## src/rtl/prog_sequencer.sv

```systemverilog
// prog_sequencer: program-ROM fetch sequencer for the 16-bit multicycle core.
// Optional single-step mode is enabled by defining STEP_MODE_EN.
module prog_sequencer #(
    parameter int ADDR_W   = 8,
    parameter int RESET_PC = 0,
    parameter int TIMEOUT  = 15,
    parameter int CNT_W    = 16
) (
    input  logic              Clock,
    input  logic              Reset,
    input  logic              Start,
    input  logic              Stop,
`ifdef STEP_MODE_EN
    input  logic              Step,
`endif
    output logic [ADDR_W-1:0] MemAddr,
    input  logic [15:0]       MemData,
    output logic [15:0]       DIN,
    output logic              Run,
    input  logic              Done,
    output logic              Busy,
    output logic              Fault,
    output logic [ADDR_W-1:0] PC,
    output logic [CNT_W-1:0]  InstrCount
);

    localparam int TW = $clog2(TIMEOUT + 1);
    localparam logic [ADDR_W-1:0] PC_RST = ADDR_W'(RESET_PC);
    localparam logic [TW-1:0] CNT_LAST = TW'(TIMEOUT - 1);
    localparam logic [2:0] OP_MVI = 3'b001;

    typedef enum logic [2:0] {
        S_IDLE,
        S_FETCH,
        S_CAPI,
        S_CAPM,
        S_EXEC,
        S_FAULT,
        S_PAUSE
    } state_t;

    state_t             state_q, state_d;
    logic [ADDR_W-1:0]  pc_q, pc_d;
    logic [ADDR_W-1:0]  addr_q, addr_d;
    logic [15:0]        din_q, din_d;
    logic               run_q, run_d;
    logic [15:0]        instr_q, instr_d;
    logic [15:0]        imm_q, imm_d;
    logic [TW-1:0]      cnt_q, cnt_d;
    logic [CNT_W-1:0]   icnt_q, icnt_d;
    logic               stop_q, stop_d;
    logic               busy;
    logic               is_mvi;
    logic               stop_now;

    assign busy     = (state_q != S_IDLE) && (state_q != S_FAULT);
    assign is_mvi   = (instr_q[15:13] == OP_MVI);
    assign stop_now = stop_q | Stop;

    // Next-state, datapath and registered-output computation
    always_comb begin
        state_d = state_q;
        pc_d    = pc_q;
        addr_d  = addr_q;
        din_d   = din_q;
        run_d   = 1'b0;
        instr_d = instr_q;
        imm_d   = imm_q;
        cnt_d   = cnt_q;
        icnt_d  = icnt_q;
        stop_d  = stop_q | (busy & Stop);
        case (state_q)
            S_IDLE: begin
                if (Start && !Stop) begin
                    state_d = S_FETCH;
                    addr_d  = pc_q;
                end
            end
            S_FETCH: begin
                // Present the immediate address early so the ROM word
                // is already on MemData during CAPM.
                addr_d  = pc_q + ADDR_W'(1);
                state_d = S_CAPI;
            end
            S_CAPI: begin
                instr_d = MemData;
                if (MemData[15:13] == OP_MVI) begin
                    state_d = S_CAPM;
                end else begin
                    addr_d  = pc_q;
                    state_d = S_EXEC;
                    run_d   = 1'b1;
                    din_d   = MemData;
                    cnt_d   = '0;
                end
            end
            S_CAPM: begin
                imm_d   = MemData;
                state_d = S_EXEC;
                run_d   = 1'b1;
                din_d   = instr_q;
                cnt_d   = '0;
            end
            S_EXEC: begin
                if (Done && (cnt_q != '0)) begin
                    pc_d   = pc_q + (is_mvi ? ADDR_W'(2) : ADDR_W'(1));
                    addr_d = pc_d;
                    icnt_d = icnt_q + CNT_W'(1);
                    if (stop_now) begin
                        state_d = S_IDLE;
                        stop_d  = 1'b0;
                    end else begin
`ifdef STEP_MODE_EN
                        state_d = S_PAUSE;
`else
                        state_d = S_FETCH;
`endif
                    end
                end else if (cnt_q == CNT_LAST) begin
                    state_d = S_FAULT;
                end else begin
                    run_d = 1'b1;
                    cnt_d = cnt_q + TW'(1);
                    din_d = is_mvi ? imm_q : instr_q;
                end
            end
`ifdef STEP_MODE_EN
            S_PAUSE: begin
                if (stop_now) begin
                    state_d = S_IDLE;
                    stop_d  = 1'b0;
                end else if (Step) begin
                    state_d = S_FETCH;
                end
            end
`endif
            S_FAULT: begin
                stop_d = 1'b0;
            end
            default: begin
                state_d = S_IDLE;
            end
        endcase
    end

    // State and datapath registers
    always_ff @(posedge Clock or posedge Reset) begin
        if (Reset) begin
            state_q <= S_IDLE;
            pc_q    <= PC_RST;
            addr_q  <= PC_RST;
            din_q   <= '0;
            run_q   <= 1'b0;
            instr_q <= '0;
            imm_q   <= '0;
            cnt_q   <= '0;
            icnt_q  <= '0;
            stop_q  <= 1'b0;
        end else begin
            state_q <= state_d;
            pc_q    <= pc_d;
            addr_q  <= addr_d;
            din_q   <= din_d;
            run_q   <= run_d;
            instr_q <= instr_d;
            imm_q   <= imm_d;
            cnt_q   <= cnt_d;
            icnt_q  <= icnt_d;
            stop_q  <= stop_d;
        end
    end

    assign MemAddr    = addr_q;
    assign DIN        = din_q;
    assign Run        = run_q;
    assign PC         = pc_q;
    assign InstrCount = icnt_q;
    assign Busy       = busy;
    assign Fault      = (state_q == S_FAULT);

endmodule
```

## config.mk

```make
export PLATFORM = sky130hd
export DESIGN_NAME = prog_sequencer
export DESIGN_NICKNAME = d
export VERILOG_FILES = /design/src/rtl/prog_sequencer.sv
export SDC_FILE = /design/constraint.sdc
export NUM_CORES = 1
export LEC_CHECK = 0
export ABC_AREA = 1
export CAP_MARGIN = 20
export CORE_MARGIN = 10
export CORE_UTILIZATION = 54
export DETAILED_ROUTE_END_ITERATION = 10
export PLACE_DENSITY = 0.8
export REMOVE_ABC_BUFFERS = 1
export SLEW_MARGIN = 20
export SYNTH_ARGS = -nofsm -noshare
export SYNTH_HDL_FRONTEND = slang
export SYNTH_SLANG_ARGS = --single-unit
```

## constraint.sdc

```tcl
create_clock -name Clock -period 3.1 [get_ports Clock]
set_input_delay 0.31 -clock Clock [delete_from_list [all_inputs] [get_ports Clock]]
set_output_delay 0.31 -clock Clock [all_outputs]
set_load 0.03 [all_outputs]
```

# After elaboration in Yosys (flattened, before gate mapping)
# Index checks and enable logic that the tools add are counted.
# W data, S select, Z words.
# word_totals
out_inout_bits	51
inputBits	21
regBits	89
word_cells	73
# classes
addsub	4
muxes	27
reduce_logical	13
n_eq_ne	15
n_bitwise	4
# ops
cell	n
$mux W16	4
$pmux W16 S3	1
$pmux W8 S4	1
$mux W8	3
$pmux W3 S6	1
$add A16 B1 Y16 const B	1
$mux W3	4
$mux W4	3
$pmux W4 S3	1
$ne A2 B2 Y1 const B	5
$eq A3 B1 Y1 const B	3
$add A8 B1 Y8 const B	1
$add A8 B2 Y8	1
$reduce_and A4 Y1	2
$reduce_bool A4 Y1	2
$eq A3 B2 Y1 const B	2
$eq A3 B3 Y1 const B	2
$mux W1	6
$ne A3 B3 Y1 const B	2
$reduce_bool A3 Y1	2
$add A4 B1 Y4 const B	1
$eq A4 B4 Y1 const B	1
$logic_and A1 B1 Y1	3
$logic_not A3 Y1	1
other kinds (9)	10

# Depth between registers and ports, before layout
# Gate-level depths: netlist of the first run.
# logic_depth
word_depth	7
ltp_mapped	13
depth_no_buf	13

# Worst setup path before layout of the first run
# No wires, ideal clock.
# synth_timing
path_type	register to output
start	register state_q[2]
end	output Busy
t_arrival_ns	1.416
n_path_buf	0
path_slack_ns	1.374
stages_incl_launch_ff	4
required_ns	2.790
path_cell_list	dfrtp_1 > inv_1 > nor2_1 > nor2_1
# synth_via
elab_chain_len	2
elab_cells_between_ends	3
cone_classes	eq/ne: 1; reduce/logical: 2
# synth_rtl
element	line	rtl
start: declaration	42	state_t state_q, state_d;
start signal: assignment	160	state_q <= state_d;
$ne A3 B3 Y1 or $reduce_bool A3 Y1 (tied branches)	56	assign busy = (state_q != S_IDLE) && (state_q != S_FAULT);
$logic_and A1 B1 Y1 (*)	56	
end: declaration	21	output logic Busy,
# Mark *: on every way between the ends. The rest lies on a longest branch, timed or not.

# Final worst setup path of the first run
# layout_timing
start	register state_q[2]
end	output Fault
# layout_via
elab_chain_len	1
# layout_rtl
element	line	rtl
$eq A3 B3 Y1	179	assign Fault = (state_q == S_FAULT);
end: declaration	22	output logic Fault,
# No other way between the ends.

==> impl.org, run 1 <==
** Finish
- Fill cells in the final layout number 676.
- Utilization of the core after routing :: 67.67%
- Area Growth Syn to Fin :: 22.22%
- Count of inserted antenna diode cells :: 0
- Layout cells sized above 1 :: 6.393%
- Number of nets in the finished design :: 680

** Setup path
- Traced cell by cell, the critical path runs through inv_1 > nor2_1 > clkdlybuf4s50_1.
- On the worst path, the slowest cell contributes a delay of 0.73 ns.
- Crit. End Element :: primary output
- The worst setup path is launched from a register.
- The critical path contains buffers and inverters numbering 2 combined.
- CP required :: 2.79 ns
- The largest individual stage delay along the critical path comes from the cell sky130_fd_sc_hd__clkdlybuf4s50_1.
- Data on the critical path arrives at its endpoint at 2.03 ns.
- Cell family with the largest share of critical-path delay :: buffers and inverters
- Highest net fanout along the worst path :: 6
- The worst setup path is of the reg2out kind.

** Clocking
- Clock H-tree levels :: 3
- TritonCTS built the clock tree.
- Counting every sink on the clock net gives 89.
- After clock tree synthesis, the clock-pin slew on the worst setup and hold paths is 0.09 ns.
- Post-CTS setup buffers :: 0
- At the later pin of the worst-skew pair, clock insertion delay measures 0.36 ns.
- In this run, CTS created clock tree buffers numbering 9.
- Post-cts hold buffer count :: 0
- Gates resized during post-CTS repair numbered 0.
- CTS root buffer :: sky130_fd_sc_hd__clkbuf_8
- No sink is reached through more buffers than the 2 on the longest clock path.

** Logic synthesis
- Share of synthesized cell area in and, or, nand and nor gates :: 24.81%
- FF+latch count, synth :: 89
- In this run, synthesis inferred 0 flip-flops with an integrated enable.
- After synthesis, the netlist uses 33 different library cells.
- Seq/Total Area, Yosys :: 48.95%
- The Yosys step of the flow raised 0 warnings.
- Dividing the synthesized area by the synthesized cell count gives 7.844 sq um.
- Area fraction in compound gates after synthesis :: 11.47%
- In the synthesized netlist the async set-or-reset flop fraction comes to 100.0%.
- Synthesis produced a netlist whose cell count is 580.
- Summing the areas of all fa, ha and maj instances in the mapped netlist gives 1.925% of the synthesized area.
- The portion of synthesized area spent on multiplexers is 0%.
- The synthesized netlist occupies a cell area of 4549 sq um.
- For this run, the leading register cell type out of synthesis is sky130_fd_sc_hd__dfrtp_1.
- Xor and xnor area share after synthesis :: 3.465%
- By area, the combinational part of the netlist is dominated by simple AND/OR/NAND/NOR gates.

** Place
- In this run the tool buffered the top-level ports with 71 buffer cells.
- Once detailed placement completed, the half-perimeter wirelength came to 7.782 mm.
- Weighted congestion reported at the end of routability-driven placement :: 0.8470

** Global routing
- Global router's overall resource usage :: 17.43%
- Entering global routing, the biggest net connects 45 pins.
- Wire length of the first global-routing pass :: 18.71 mm
- For this run the aggregate overflow at the end of global routing stands at 0.
- The initial antenna violation count was 0.
- The number of global-route vias before repair is 4,074.

** Die
- Pin placement for this block handled 72 I/O pins.
- Die area :: 12,500 sq um
- Die extent in x :: 111.8 um
- Chip Height :: 111.8 um
- For this configuration, the core starts out at a cell density of 55.37%.
- The floorplan step defined a core boundary enclosing 8217 sq um.
- Cell row count :: 33

** Timing
- For the final routed database, the setup TNS stands at 0 ns.
- The count of endpoints failing hold in the final timing report was 0.
- Count of final setup violators :: 0
- Final cycle utilization of the critical path :: 75.46%
- The worst path needs 2.339 ns of the cycle, external delays included.
- Final hold analysis gives a worst-case slack of 0.3915 ns.
- Transition time at the pin with the least slew margin :: 0.7747 ns
- Max-slew violation total from the final report :: 0
- In this run the tightest slew margin relative to its limit is 48.29%.
- Based on the critical path, the design can be clocked at up to 0.4275 GHz.
- Setup repair after global routing left no endpoint under its margin.
- Max Clock Skew :: 0.01242 ns

** Run
- Across the run, the number of max-cap violations was 0.

** Routing
- Count of antenna-violating nets left after detailed routing :: 0
- In the routed design, unresolved DRC markers number 0.
- Total wire length :: 10.88 mm
- Drt pass-1 iters :: 5
- Number of violations reported at the end of detailed-routing iteration 0 :: 236
- Dividing the detail-routed wire length by the instance count gives 14.27 um.
- The routed layout has 3,966 vias.
- Average vias per placed instance :: 5.205

** Pwr
- Dividing total power by cell area gives a power density of 932.1 nW/um^2.
- Total power for the finished layout comes to 5.183 mW.
- IR Drop Worst-Case VDD :: 0.5056 mV
- Static leakage :: 2.688 nW

** Status
- Status :: finished clean

** Worst hold path
- The min-delay analysis places its worst path in the category in2async.
cell families (layout without fill, tap and decap cells):
| logic type | count (synthesis) | count (layout) |
|---|---|---|
| flip-flops | 89 | 89 |
| buffers and inverters | 105 | 182 |
| AND/OR/NAND/NOR | 264 | 264 |
| AO/OA/AOI/OAI | 97 | 97 |
| XOR/XNOR | 18 | 18 |
| adder cells (fa/ha/maj) | 7 | 7 |
state kept, by name, summed over array words and instances, names as in the netlist:
| signal | count |
|---|---|
| InstrCount | 16 |
| PC | 8 |
| Run | 1 |
| imm_q | 16 |
| MemAddr | 8 |
| state_q | 3 |
| cnt_q | 4 |
| stop_q | 1 |
| DIN | 16 |
| instr_q | 16 |
report_power, final:
group | internal, mW | switching, mW | total [mW]
Clock | 0.421 | 0.429 | 0.850
Sequential | 1.60 | 0.280 | 1.88
Combinational | 0.863 | 1.59 | 2.45
Yosys cell counts, types with 6 or more instances:
master	n	share of area, %
sky130_fd_sc_hd__nand4_1	10	1.4
sky130_fd_sc_hd__o21ai_0	65	7.2
sky130_fd_sc_hd__nor2_1	51	4.2
sky130_fd_sc_hd__nand3_1	29	3.2
sky130_fd_sc_hd__nor3_1	6	0.66
sky130_fd_sc_hd__a21oi_1	7	0.77
sky130_fd_sc_hd__nand2_1	153	13
sky130_fd_sc_hd__o21ai_1	6	0.66
sky130_fd_sc_hd__clkbuf_1	7	0.58
sky130_fd_sc_hd__xor2_1	14	2.7
sky130_fd_sc_hd__ha_1	7	1.9
sky130_fd_sc_hd__o22ai_1	13	1.8
sky130_fd_sc_hd__dfrtp_1	89	49
sky130_fd_sc_hd__inv_1	84	6.9
layout by cell type, fill, tap and decap left out, types with 2 or more instances in the layout:
master and instances:
sky130_fd_sc_hd__nand3_1 29, sky130_fd_sc_hd__nand2_1 153, sky130_fd_sc_hd__nor2_2 4, sky130_fd_sc_hd__xor2_1 14, sky130_fd_sc_hd__ha_1 7, sky130_fd_sc_hd__o22ai_1 13
sky130_fd_sc_hd__o221ai_1 2, sky130_fd_sc_hd__o21ai_0 65, sky130_fd_sc_hd__nand4_1 10, sky130_fd_sc_hd__nand2_2 4, sky130_fd_sc_hd__clkdlybuf4s50_1 71, sky130_fd_sc_hd__a21oi_2 2
sky130_fd_sc_hd__inv_4 2, sky130_fd_sc_hd__a21oi_1 7, sky130_fd_sc_hd__dfrtp_1 89, sky130_fd_sc_hd__nor2_4 2, sky130_fd_sc_hd__nor2_1 51, sky130_fd_sc_hd__inv_2 3
sky130_fd_sc_hd__buf_4 5, sky130_fd_sc_hd__clkinvlp_4 2, sky130_fd_sc_hd__xnor2_1 4, sky130_fd_sc_hd__o21ai_1 6, sky130_fd_sc_hd__inv_1 83, sky130_fd_sc_hd__nor3_1 6
sky130_fd_sc_hd__clkbuf_8 11
worst paths after layout:
| kind | slack, ns | startpoint | endpoint | cells after the start |
|---|---|---|---|---|
| hold / removal | 0.39 | Reset | InstrCount[9] | 2 |
| setup / recovery | 0.76 | state_q[2] | Fault | 3 |
| max in group asynchronous | 1.99 | Reset | InstrCount[2] | 3 |
| min in group Clock | 0.49 | DIN[11] | DIN[11] | 2 |
| hold reg to reg | 0.49 | DIN[11] | DIN[11] | 2 |
| setup reg to reg | 1.03 | cnt_q[0] | InstrCount[7] | 9 |
through the flow:
step	setup WS [ns]	std cells	cell area, sq um
floorplan	0.4831	565	4466
CTS	0.7540	762	5560
global placement	1.056	746	5346
detailed placement	0.9817	746	5346
global route	0.6810	762	5560
finish	0.7609	762	5560
cell type report:
type,instances,area [sq um],share of cell area (%)
Timing Repair Buffer,76,748.2,13.46
Sequential cell,89,2227,40.05
Multi-Input combinational cell,386,1896,34.09
Tap cell,105,131.4,2.363
Clock inverter,5,62.56,1.125
Clock buffer,11,151.4,2.723
Inverter,90,344.1,6.188
per-layer routing:
| metal | vias to the layer above | global-route usage, % | routed length, um |
|---|---|---|---|
| met5 | - | 0 | 0 |
| met4 | 0 | 7.712 | 262 |
| met3 | 23 | 3.704 | 659 |
| met2 | 112 | 29.64 | 5301 |
| met1 | 1852 | 20.66 | 4652 |
| li1 | 1979 | - | - |
Note: power is estimated with default switching activity, not from simulation.
==> run 2, diff against run 1 <==
CORE_UTILIZATION = 49   (was 54)
PLACE_DENSITY = 0.77   (was 0.8)
clock period = 1.9 ns   (was 3.1 ns; I/O delays follow)
==> impl.org, run 2 (same netlist as run 1, synthesis figures left out) <==
** Die
- Effective utilization at floorplan :: 49.71% (was 55.37%)
- The count of pins on the block boundary came to 72 (unchanged).
- Cell row count :: 35 (was 33)
- Core Footprint :: 9153 sq um (was 8217 sq um)
- Die area :: 13,540 sq um (was 12,500 sq um)
- The horizontal die dimension came to 116.4 um (was 111.8 um).
- Chip Height :: 116.4 um (was 111.8 um)

** Setup path
- CP required :: 1.71 ns (was 2.79 ns)
- Nature of the critical path startpoint :: register (unchanged)
- Origin of the worst setup path :: PC[0] (was state_q[2])
- The number of buffer and inverter instances along the worst setup path came to 1 (was 2).
- CP cell instances :: clkdlybuf4s50_1 (was inv_1 > nor2_1 > clkdlybuf4s50_1)
- The maximum cell stage delay along the critical path was 0.73 ns (about the same).
- Crit path kind :: reg2out (unchanged)
- Cell with the largest stage delay on the worst path :: sky130_fd_sc_hd__clkdlybuf4s50_1 (unchanged)
- The total stage count of the critical path is 1 (was 3).
- The destination of the critical timing path is PC[0] (was Fault).
- The largest fanout on the critical path came to 7 (was 6).
- The setup slack of the most critical reg-to-reg path is 0.15 ns (was 1.03 ns).
- Reg-to-Reg Start :: cnt_q[0] (unchanged)
- The length in cells of the worst reg-to-reg path was 9 (unchanged).
- The critical path capture point type was a primary output (unchanged).
- Worst r2r dst :: InstrCount[8] (was InstrCount[7])
- The kind of cell with the highest combined delay on the critical path is buffers and inverters (unchanged).
- The data arrival time of the critical path was 1.60 ns (was 2.03 ns).

** Routing
- The starting DRC count in detailed routing came to 246 (was 236).
- The total wirelength of the detailed-routed design is 11.03 mm (was 10.88 mm).
- Routed via count :: 4,052 (was 3,966)
- The residual DRC count came to 0 (unchanged).
- Routed len/inst :: 14.17 um (was 14.27 um)
- The post-route antenna net violation count came to 0 (unchanged).
- Drt pass-1 iters :: 5 (unchanged)
- Average vias per placed instance :: 5.208 (was 5.205)

** Clocking
- The number of H-tree levels is 3 (unchanged).
- The clock edge transition at the registers on the reported setup and hold paths was 0.09 ns (about the same).
- CTS root buffer :: sky130_fd_sc_hd__clkbuf_8 (unchanged)
- The buffer levels on the longest clock path was 2 (unchanged).
- The number of sinks handled by clock tree synthesis was 89 (unchanged).
- The CTS tree is built (unchanged).
- TritonCTS buffer count :: 9 (unchanged)
- The hold-fix buffer count after cts is 0 (unchanged).
- Clock network latency to the later pin of the worst-skew pair :: 0.37 ns (was 0.36 ns)

** Finish
- The share of post-route cells with drive strength above 1 was 8.996% (was 6.393%).
- The area added between synthesis and finish was 25.14% (was 22.22%).
- Number of nets in the finished design :: 690 (was 680)
- Most frequent cells in the layout :: sky130_fd_sc_hd__nand2_1, sky130_fd_sc_hd__dfrtp_1, sky130_fd_sc_hd__inv_1, sky130_fd_sc_hd__clkdlybuf4s50_1, sky130_fd_sc_hd__o21ai_0 (unchanged)
- Count of inserted antenna diode cells :: 0 (unchanged)
- Utilization of the core after routing :: 62.20% (was 67.67%)
- Commonest non-fill, non-tap cell in the layout :: sky130_fd_sc_hd__nand2_1 (unchanged)

** Place
- The routability-driven placement congestion ratio is 0.9039 (was 0.8470).
- The half-perimeter wire length of the detailed placement result was 7.868 mm (was 7.782 mm).
- Count of buffers inserted at the top-level ports :: 71 (unchanged)

** Status
- Status: finished clean (unchanged).

** Pwr
- The leakage component of the power is 2.742 nW (was 2.688 nW).
- The power per unit of standard cell area came to 1500 nW/um^2 (was 932.1 nW/um^2).
- The peak ir drop on the vdd network was 0.8462 mV (was 0.5056 mV).
- The total power after layout came to 8.537 mW (was 5.183 mW).

** Timing
- The count of endpoints failing hold in the final timing report is 0 (unchanged).
- The number of failing setup endpoints in the final timing report was 0 (unchanged).
- RSZ-0062 raised after global routing: yes (was no).
- The transition time at the pin with the least slew margin is 0.4633 ns (was 0.7747 ns).
- Maximum clock frequency :: 0.5591 GHz
- After layout, the worst path uses 94.13% of the clock period.
- Worst hold-check slack :: 0.2254 ns (was 0.3915 ns)
- The max-slew headroom at the worst pin came to 69.11% (was 48.29%).
- The max-slew violation count was 0 (unchanged).
- The maximum clock skew at final layout came to 0.01074 ns (was 0.01242 ns).
- Final critical-path required period :: 1.789 ns

** Global routing
- The global-route usage over all layers is 16.99% (was 17.43%).
- Maximum number of pins on one net before global-route repair :: 90 (was 45)
- The global-route congestion overflow total came to 0 (unchanged).
- Number of antenna violations at the first check in global routing :: 0 (unchanged)
- The first-pass GRT wire length was 18.75 mm (was 18.71 mm).
- Vias in the first global route :: 3,998 (was 4,074)

** Worst hold path
- Path type of the worst min-delay path :: in2async (unchanged)

** Run
- The number of max-cap violations is 0 (unchanged).
==> run 2: cell types whose count changed in the layout (fill, tap and decap cells not counted), sizes merged <==
cell,delta
buf,+10
bufinv,-1
clkbuf,-1
clkdlybuf4s15,+2
clkdlybuf4s50,-2
clkinv,+1
inv,+1
==> run 2: per-stage QoR <==
step           setup WS (ns)  TNS (ns)  area, sq um  instances
3_3_place_gp          0.1066         0         5424        758
2_1_floorplan        -0.5969    -53.12         4466        565
6_report              0.1115         0         5693        778
5_1_grt             -0.04274   -0.2085         5693        778
4_1_cts             0.002681         0         5609        774
3_5_place_dp         0.05690         0         5424        758
==> run 2: metal layers <==
layer	track usage, %	up-vias	share of wire, %
met2	29.00	100	51
met1	20.71	1934	43
met5	0	-	0
met3	3.749	12	4.9
met4	5.755	0	1.3
li1	-	2006	-
==> run 2: worst min-delay path by stage <==
stage	start	depth (start not counted)	endpoint
after floorplan	MemData[0]	2	imm_q[0]
after detailed placement	DIN[6]	2	DIN[6]
after global placement	DIN[5]	2	DIN[5]
after global routing	Reset	3	imm_q[5]
after CTS	Reset	3	InstrCount[8]
final	Reset	3	InstrCount[8]
==> run 2: area by class of cell <==
cell class / instances / area [sq um]
fillers: 776 / 3460
flip-flops and latches: 89 / 2230
multi-input cells: 386 / 1938
repair buffers: 86 / 852.1
inverters: 90 / 346.6
well taps: 111 / 138.9
clock buffers: 10 / 137.6
clock inverters: 6 / 50.05
==> run 2: what timing repair did <==
| item | CTS | global route |
|---|---|---|
| hold endpoints to repair | 0 | 0 |
| buffers inserted | 0 | 4 |
| setup endpoints to repair | 2 | 32 |
| gates resized for setup | 2 | 18 |
| pin swaps | 0 | 3 |
==> run 2: power by group <==
part	leakage, nW	internal, mW	switching (mW)	total (mW)
Combinational	1.58	1.57	2.64	4.21
Sequential	1.07	2.61	0.460	3.07
Clock	0.0895	0.525	0.733	1.26
Total	2.74	4.71	3.83	8.54
==> run 3, diff against run 2 <==
--- a/config.mk
+++ b/config.mk
@@ -11,4 +11,5 @@
 export CORE_UTILIZATION = 49
 export DETAILED_ROUTE_END_ITERATION = 10
+export HOLD_SLACK_MARGIN = 0.02
 export PLACE_DENSITY = 0.77
 export REMOVE_ABC_BUFFERS = 1
==> constraint.sdc (replaced) <==
create_clock -name Clock -period 1.9 [get_ports Clock]
set_input_delay 0.475 -clock Clock [delete_from_list [all_inputs] [get_ports Clock]]
set_output_delay 0.475 -clock Clock [all_outputs]
set_load 0.03 [all_outputs]
==> impl.org, run 3 (same netlist as run 1, synthesis figures left out) <==
** Global routing
- The maximum number of pins on one net before global-route repair is 45 (was 90).
- Overflow after GRT :: 0 (unchanged)
- The number of global-route vias before repair was 4,038 (was 3,998).
- The initial antenna violation count came to 0 (unchanged).
- The first-pass GRT wire length came to 18.71 mm (was 18.75 mm).
- Global router's overall resource usage :: 17.06% (was 16.99%)

** Setup path
- The total stage count of the critical path is 1 (unchanged).
- Crit path kind :: reg2out (unchanged)
- The endpoint required time on the critical path is 1.42 ns (was 1.71 ns).
- The largest fanout on the critical path is 2 (was 7).
- Crit path buffers/inverters :: 1 (unchanged)
- The data arrival time of the critical path was 1.40 ns (was 1.60 ns).
- The startpoint type of the worst setup path is a register (unchanged).
- The kind of cell with the highest combined delay on the critical path is buffers and inverters (unchanged).
- R2r worst-path depth :: 11 (was 9)
- CP cell instances :: clkdlybuf4s50_1 (unchanged)
- Crit. End Element :: primary output (unchanged)
- Cell with the largest stage delay on the worst path :: sky130_fd_sc_hd__clkdlybuf4s50_1 (unchanged)
- Largest stage delay on the critical path :: 0.68 ns (was 0.73 ns)

** Pwr
- Static leakage :: 3.005 nW (was 2.742 nW)
- The peak ir drop on the vdd network is 0.5791 mV (was 0.8462 mV).
- Final total power :: 8.620 mW (was 8.537 mW)
- Power density over cell area :: 1475 nW/um^2 (was 1500 nW/um^2)

** Finish
- The total number of nets in the final design came to 710 (was 690).
- Commonest non-fill, non-tap cell in the layout :: sky130_fd_sc_hd__nand2_1 (unchanged)
- Non-filler instance count after layout :: 798 (was 778)
- Layout cells sized above 1 :: 13.10% (was 8.996%)
- Count of inserted antenna diode cells :: 0 (unchanged)
- The area added between synthesis and finish was 28.47% (was 25.14%).
- Count of fill cells added during filler insertion :: 782 (was 776)
- The post-layout instance area is 5844 sq um (was 5693 sq um).
- Most frequent cells in the layout :: sky130_fd_sc_hd__nand2_1, sky130_fd_sc_hd__dfrtp_1, sky130_fd_sc_hd__inv_1, sky130_fd_sc_hd__o21ai_0, sky130_fd_sc_hd__nor2_1 (was sky130_fd_sc_hd__nand2_1, sky130_fd_sc_hd__dfrtp_1, sky130_fd_sc_hd__inv_1, sky130_fd_sc_hd__clkdlybuf4s50_1, sky130_fd_sc_hd__o21ai_0)

** Clocking
- The clock network latency to the later pin of the worst-skew pair is 0.37 ns (about the same).
- Clock H-tree levels :: 3 (unchanged)
- Post-cts hold buffer count :: 0 (unchanged)
- The number of CTS-inserted buffers was 9 (unchanged).
- The buffer levels on the longest clock path came to 2 (unchanged).
- The number of sinks handled by clock tree synthesis came to 89 (unchanged).
- Clock tree from TritonCTS :: built (unchanged)
- The clock edge transition at the registers on the reported setup and hold paths was 0.10 ns (was 0.09 ns).
- The root buffer cell was sky130_fd_sc_hd__clkbuf_8 (unchanged).

** Routing
- The detail-routed net length per standard cell is 14.13 um (was 14.17 um).
- The via count is 4,134 (was 4,052).
- Average vias per placed instance :: 5.180 (was 5.208)
- Drt pass-1 iters :: 5 (unchanged)
- The residual DRC count was 0 (unchanged).
- The post-route antenna net violation count was 0 (unchanged).
- The starting DRC count in detailed routing was 238 (was 246).
- The total wirelength of the detailed-routed design is 11.27 mm (was 11.03 mm).

** Die
- The horizontal die dimension was 116.4 um (unchanged).
- The area of the core was 9153 sq um (unchanged).
- Cell row count :: 35 (unchanged)
- The die area came to 13,540 sq um (unchanged).
- The die outline height was 116.4 um (unchanged).
- Effective utilization at floorplan :: 49.71% (unchanged)
- The count of pins on the block boundary came to 72 (unchanged).

** Timing
- Transition time at the pin with the least slew margin :: 0.3476 ns (was 0.4633 ns)
- Final cycle utilization of the critical path :: 98.45% (was 94.13%)
- Final critical-path required period :: 1.871 ns (was 1.789 ns)
- The achievable frequency was 0.5346 GHz (was 0.5591 GHz).
- The number of failing setup endpoints in the final timing report was 0 (unchanged).
- The maximum clock skew at final layout was 0.01357 ns (was 0.01074 ns).
- RSZ-0062 raised after global routing :: no (was yes)
- Worst rel slew slack :: 76.65% (was 69.11%)
- The max-slew violation count was 0 (unchanged).
- Final hold violation count :: 0 (unchanged)

** Status
- Status :: finished clean (unchanged)

** Run
- Maxcap violations :: 0 (unchanged)

** Place
- The number of port buffers came to 71 (unchanged).
- The instance area after placement came to 5559 sq um (was 5424 sq um).
- Sum of net half-perimeters after detailed placement :: 8.218 mm (was 7.868 mm)
- The routability-driven placement congestion ratio was 0.8993 (was 0.9039).
- The number of placed instances, taps included was 775 (was 758).

** Worst hold path
- The type of the tightest min-delay check was in2async (unchanged).
## run 3: worst paths after layout
check / startpoint / endpoint / slack (ns)
max reg2reg: instr_q[14] / MemAddr[6] / 0.13
max in group asynchronous: Reset / state_q[1] / 1.02
max: MemAddr[1] / MemAddr[1] / 0.03
min reg2reg: DIN[15] / DIN[15] / 0.49
min: Reset / imm_q[5] / 0.35
min in group Clock: DIN[15] / DIN[15] / 0.49
## run 3: layout make-up
type	count	area, sq um	area share, %
sequential	89	2231	38.17
multi-input combinational	386	1952	33.40
timing repair buffer	106	992.2	16.98
inverter	90	346.6	5.930
tap	111	138.9	2.376
clock buffer	9	123.9	2.119
clock inverter	7	60.06	1.028
## run 3: where the power goes
group          total, mW  switching, mW  internal, mW
Clock               1.26          0.755         0.501
Combinational       4.27           2.68          1.58
Sequential          3.10          0.482          2.61
## run 3: routing by layer
layer | vias to the layer above | global-route usage (%) | share of wire (%)
met4 | 0 | 7.673 | 2.1
met3 | 23 | 2.876 | 5.9
met2 | 118 | 28.21 | 50
met1 | 1944 | 21.41 | 42
met5 | - | 0 | 0
li1 | 2049 | - | -
## run 3: metrics by stage
stage | worst slack, ns | util, % | hold slack (ns) | TNS [ns]
finish | 0.02946 | 63.86 | 0.3522 | 0
global route | 0.00005018 | 63.86 | 0.3656 | 0
CTS | 0.0006771 | 62.47 | 0.3564 | 0
detailed placement | -0.1399 | 60.74 | 0.4690 | -1.988
global placement | -0.04255 | 60.74 | 0.4602 | -0.4869
floorplan | -0.8819 | - | 0.4530 | -78.49
## run 3: repair_timing
action | CTS | global route
setup buffers | 0 | 7
gates cloned | 0 | 0
pin swaps | 0 | 4
gates resized for setup | 39 | 28
setup endpoints to repair | 37 | 28
